$ cat src/rtl/demux1x2_stream.sv
// Registered 1:2 stream demux: each output channel is a one-entry valid/ready buffer.
// Optional per-channel delivered-word counters are enabled by defining DEMUX_CNT_EN.
module demux1x2_stream_chan #(
  parameter int DATAWIDTH = 8
`ifdef DEMUX_CNT_EN
  , parameter int CNTWIDTH = 16
`endif
) (
  input  logic                 Clk,
  input  logic                 Rst,
  input  logic                 load,
  input  logic [DATAWIDTH-1:0] a,
  input  logic                 d_ready,
  output logic [DATAWIDTH-1:0] d,
  output logic                 d_valid,
  output logic                 open
`ifdef DEMUX_CNT_EN
  , output logic [CNTWIDTH-1:0] cnt
`endif
);
  typedef enum logic {EMPTY, FULL} state_t;

  state_t state, state_nxt;
  logic   drain;

  assign drain = d_valid && d_ready;

  always_ff @(posedge Clk or negedge Rst) begin
    if (!Rst) state <= EMPTY;
    else      state <= state_nxt;
  end

  always_comb begin
    state_nxt = state;
    d_valid   = 1'b0;
    case (state)
      EMPTY: if (load) state_nxt = FULL;
      FULL: begin
        d_valid = 1'b1;
        if (d_ready && !load) state_nxt = EMPTY;
      end
      default: state_nxt = EMPTY;
    endcase
  end

  // Free slot now, or the held word leaves on this same edge.
  assign open = !d_valid || d_ready;

  always_ff @(posedge Clk or negedge Rst) begin
    if (!Rst)      d <= '0;
    else if (load) d <= a;
  end

`ifdef DEMUX_CNT_EN
  always_ff @(posedge Clk or negedge Rst) begin
    if (!Rst)       cnt <= '0;
    else if (drain) cnt <= cnt + 1'b1;
  end
`else
  logic unused_drain;
  assign unused_drain = drain;
`endif
endmodule

module demux1x2_stream #(
  parameter int DATAWIDTH = 8,
  parameter int CNTWIDTH  = 16
) (
  input  logic                 Clk,
  input  logic                 Rst,
  input  logic [DATAWIDTH-1:0] a,
  input  logic                 sel,
  input  logic                 a_valid,
  output logic                 a_ready,
  output logic [DATAWIDTH-1:0] d0,
  output logic                 d0_valid,
  input  logic                 d0_ready,
  output logic [DATAWIDTH-1:0] d1,
  output logic                 d1_valid,
  input  logic                 d1_ready
`ifdef DEMUX_CNT_EN
  , output logic [CNTWIDTH-1:0] cnt0
  , output logic [CNTWIDTH-1:0] cnt1
`endif
);
  localparam int NUM_CH = 2;

  logic [NUM_CH-1:0]                load, open, d_valid, d_ready;
  logic [NUM_CH-1:0][DATAWIDTH-1:0] d;
`ifdef DEMUX_CNT_EN
  logic [NUM_CH-1:0][CNTWIDTH-1:0]  cnt;
`endif

  if (CNTWIDTH < 1) begin : g_bad_cntwidth
    $error("CNTWIDTH must be at least 1");
  end

  // Acceptance looks only at the selected channel, so a stalled peer never blocks.
  assign a_ready = open[sel];
  assign d_ready = {d1_ready, d0_ready};

  for (genvar g = 0; g < NUM_CH; g++) begin : g_ch
    assign load[g] = a_valid && a_ready && (sel == 1'(g));

    demux1x2_stream_chan #(
      .DATAWIDTH (DATAWIDTH)
`ifdef DEMUX_CNT_EN
      , .CNTWIDTH(CNTWIDTH)
`endif
    ) u_chan (
      .Clk     (Clk),
      .Rst     (Rst),
      .load    (load[g]),
      .a       (a),
      .d_ready (d_ready[g]),
      .d       (d[g]),
      .d_valid (d_valid[g]),
      .open    (open[g])
`ifdef DEMUX_CNT_EN
      , .cnt   (cnt[g])
`endif
    );
  end

  assign d0       = d[0];
  assign d1       = d[1];
  assign d0_valid = d_valid[0];
  assign d1_valid = d_valid[1];
`ifdef DEMUX_CNT_EN
  assign cnt0 = cnt[0];
  assign cnt1 = cnt[1];
`endif
endmodule

$ cat config.mk
export PLATFORM = sky130hd
export DESIGN_NAME = demux1x2_stream
export DESIGN_NICKNAME = d
export VERILOG_FILES = /design/src/rtl/demux1x2_stream.sv
export SDC_FILE = /design/constraint.sdc
export NUM_CORES = 1
export LEC_CHECK = 0
export CORE_ASPECT_RATIO = 0.8
export CORE_MARGIN = 5
export CORE_UTILIZATION = 46
export CTS_BUF_LIST = sky130_fd_sc_hd__clkbuf_8
export DETAILED_ROUTE_END_ITERATION = 10
export PLACE_DENSITY_LB_ADDON = 0.1
export RECOVER_POWER = 50
export SLEW_MARGIN = 5
export SYNTH_ARGS = -nofsm -noshare
export SYNTH_HDL_FRONTEND = slang
export SYNTH_HIERARCHICAL = 1
export SYNTH_SLANG_ARGS = --single-unit
$ cat constraint.sdc
create_clock -name Clk -period 3.95 [get_ports Clk]
set_clock_uncertainty 0.2 [all_clocks]
set_input_delay 0.79 -clock Clk [delete_from_list [all_inputs] [get_ports Clk]]
set_output_delay 0.79 -clock Clk [all_outputs]
set_load 0.02 [all_outputs]
==> results list <==
- The flow ran to the end, and the final reports show no timing, DRC or antenna violations.
* Post-place instance area: roughly 0.0011 mm^2
* Clock tree from TritonCTS: built
* Min-delay worst type: register to register
- In this run the tool buffered the top-level ports with 32 buffer cells.
* Total die area: around 0.0026 mm^2
- Post-Synthesis Mean Instance Area: 17.9 um^2
* Wire length after detailed routing: 1600 um
- CP startpoint kind: primary input
- After Yosys synthesis, full adders, half adders and majority gates account for 0% of the synthesized area.
* Post-CTS setup repair buffer count: 0
- Setup violations remaining at the end of the flow were counted as 0.
- Reported max-cap violation count: 0
* Post-synth design cell area: 771 um^2
- Net count after synthesis: 57
- Instance count of the mapped netlist: 43
- Transition time of the tightest slew-check pin: just under 0.8 ns
- Maximum number of buffers from clock root to sink: 2
- The first global-routing pass estimated roughly 2500 um of wire.
* Met3 layer usage reported by global route: 5.60%
- Number of nets with antenna violations after detailed routing: 0
- Clock tree synthesis inserted a total of 3 buffers.
- Standby leakage power: 0.000494 uW
- In the final timing run, aggregate negative setup slack is 0 ns.
* Initial core utilization: 47.9%
* Clock insertion delay at the later pin of the skew report: around 0.25 ns
- For this run, global-route usage on met2 was measured as 26.4%.
* Power per standard cell area: 497 mW/mm^2
- The final critical path takes up 81.1% of the cycle.
- Routability-driven placement finished with a final weighted congestion of 0.657.
* Initial antenna violation count: 0
- Routed len/inst: 16.2 um
* Vertical die dimension: around 47 um
* Avg Vias per Cell: roughly 4.8
- Most used DFF post-synth: sky130_fd_sc_hd__dfrtp_1
* Std-Cell Core Area: 0.00161 mm^2
* Crit path time final: 3.20 ns
- Core Rows: 13
- IR analysis of the VDD net gives a maximum drop of ~330 uV.
* Post-route cell area: 0.00112 mm^2
- Async set-reset flop share out of synthesis: 100%
* Post-placement cell count: 95
- During I/O placement, the number of pins put on the boundary was 33.
- Clock root buffer: sky130_fd_sc_hd__clkbuf_8
* Global routing met1 resource utilization: 13.7%
* CP Capture Type: primary output
- In this run the number of H-tree levels came out at 1.
- For this design, the sink count on the clock tree is 18.
- After the flow finishes, the layout carries non-filler instances totaling a little under 100.
- Layout cells sized above 1: 18.2%
- Via count: 478
- Along the worst path, the maximum fanout reaches 3.
* Die X: roughly 56 um
- Derived from the worst setup path, the maximum achievable clock frequency is 312 MHz.
* CP Data Required Time: 2.96 ns
* Leading cell types by total area after synthesis: sky130_fd_sc_hd__dfrtp_1, sky130_fd_sc_hd__mux2_4, sky130_fd_sc_hd__nand2b_1, sky130_fd_sc_hd__buf_6, sky130_fd_sc_hd__and3b_2
* Residual DRC: 0
* Commonest cells in the synthesized netlist: sky130_fd_sc_hd__dfrtp_1, sky130_fd_sc_hd__mux2_4, sky130_fd_sc_hd__nand2b_1
* Hold_ws: 0.292 ns
- Via count of the first global-routing pass: 523
- Entering global routing, the biggest net connects 19 pins.
- Measured against the total synthesized area, the mux share comes to 33.1%.
* Worst slew margin relative to its limit: 47.9%
- After the first detailed-routing iteration, the DRC count stood at 1.
* Reg clk slew, reported paths: 0.06 ns
- Fraction of the mapped netlist area in simple logic gates: 5.52%
- Total of cells resized after clock tree synthesis: 0
- Yosys printed 6 warnings.
- Across every metal layer, demand over resource in global routing totals a little over an eighth.
- Data arrival time of the critical path: 2.21 ns
* EDFF count, synth: 0
- Area growth from synthesis to layout: 45.6%
- The first TritonRoute pass finished after 2 iterations.
- Yosys instantiated no cell more often than sky130_fd_sc_hd__dfrtp_1.
- For this run, the share of the core covered by cells in the final layout is between 60% and 70%.
- Multi-input gate area in the final layout: 269 um^2
- Aggregate global routing overflow: 0
* Worst setup path class: primary input to primary output
* Yosys top cell area share: around 60%
* Cell taking the most area after synthesis: sky130_fd_sc_hd__dfrtp_1
- Setup repair after global routing left no endpoint under its margin.
- Number of buffers added to fix hold violations after cts: 0
- Sequential cells were found to cover 58.4% of the synthesized design area.
- Synthesis-stage register bit count: 18
* Number of fillers in the final layout: 112
- The repair_antennas step left the layout with diodes totalling 0.
- The max-slew violation count came to 0.
- Summing the areas of all xor and xnor instances in the mapped netlist gives 0% of the synthesized area.
- The number of hold-slack violations in the final timing report was 0.
* Largest family of logic cells by synthesized area: multiplexers
- Yosys mapped the design onto 6 distinct sky130hd cell types.
* Register area: about 450 um^2
- Summing the areas of all compound-gate instances in the mapped netlist gives 0% of the synthesized area.
- In this run the most used layer during global routing was met2.
- In the final design database the tool counted 92 nets.
- Detailed placement ended at an HPWL of 1210 um.
-- state kept, by name, summed over array words and instances (netlist names) --
| signal | cells |
|---|---|
| g_ch.u_chan/state | 2 |
| g_ch.u_chan/d | 16 |
-- layer usage --
| metal | wire length (um) | up-vias | part of all wire, % |
|---|---|---|---|
| met1 | 669 | 247 | 42 |
| met4 | 0 | 0 | 0 |
| met2 | 840 | 16 | 53 |
| met3 | 90 | 0 | 5.6 |
| met5 | 0 | - | 0 |
| li1 | - | 215 | - |
-- path summary, 6_finish.rpt --
check	startpoint	to	slack (ns)	depth (start not counted)
max	d0_ready	a_ready	0.75	4
min	g_ch[1].u_chan/d[3]	g_ch[1].u_chan/d[3]	0.29	1
max reg2reg	g_ch[0].u_chan/state	g_ch[0].u_chan/d[2]	2.23	3
min reg2reg	g_ch[1].u_chan/d[3]	g_ch[1].u_chan/d[3]	0.29	1
max in group asynchronous	Rst	g_ch[1].u_chan/d[2]	2.20	1
min in group asynchronous	Rst	g_ch[0].u_chan/d[1]	0.86	1
-- area by class of cell --
cell class | instances | share of cell area, %
timing repair buffer | 32 | 28.5
clock buffer | 4 | 4.91
sequential | 18 | 40.1
tap | 22 | 2.45
multi-input combinational | 23 | 24.0
-- cell families (layout without fill, tap and decap cells) --
kind of cell  after synthesis  after routing
simple gates                6              6
flops                      18             18
mux                        17             17
buf+inv                     2             36
-- cells in the final DEF (no fill, tap or decap) --
cell type / Yosys / layout
sky130_fd_sc_hd__clkdlybuf4s50_1: 0 / 31
sky130_fd_sc_hd__dfrtp_1: 18 / 18
sky130_fd_sc_hd__mux2_4: 17 / 10
sky130_fd_sc_hd__mux2_1: 0 / 7
sky130_fd_sc_hd__clkbuf_8: 0 / 4
sky130_fd_sc_hd__nand2b_1: 4 / 4
sky130_fd_sc_hd__and3b_1: 0 / 1
sky130_fd_sc_hd__and3_1: 0 / 1
sky130_fd_sc_hd__dlygate4sd3_1: 0 / 1
-- per-stage QoR --
step                      setup WS, ns  power [uW]
after global placement           0.813         427
after CTS                        0.746         579
after detailed placement         0.768         430
final                            0.746         558
after floorplan                   1.72         337
after global routing             0.722         585
-- worst max-delay path, cell delays in order --
cell	delay (ns)
sky130_fd_sc_hd__clkdlybuf4s50_1	0.41
sky130_fd_sc_hd__nand2b_1	0.19
sky130_fd_sc_hd__mux2_4	0.28
sky130_fd_sc_hd__clkdlybuf4s50_1	0.54
-- power breakdown --
| group | leakage (uW) | switching, uW | internal [uW] |
|---|---|---|---|
| logic | 0.000252 | 76.9 | 101 |
| registers | 0.000213 | 17.4 | 217 |
| clock network | 0.0000288 | 57.6 | 88.4 |
No activity file was read; power rests on OpenSTA's default activity.
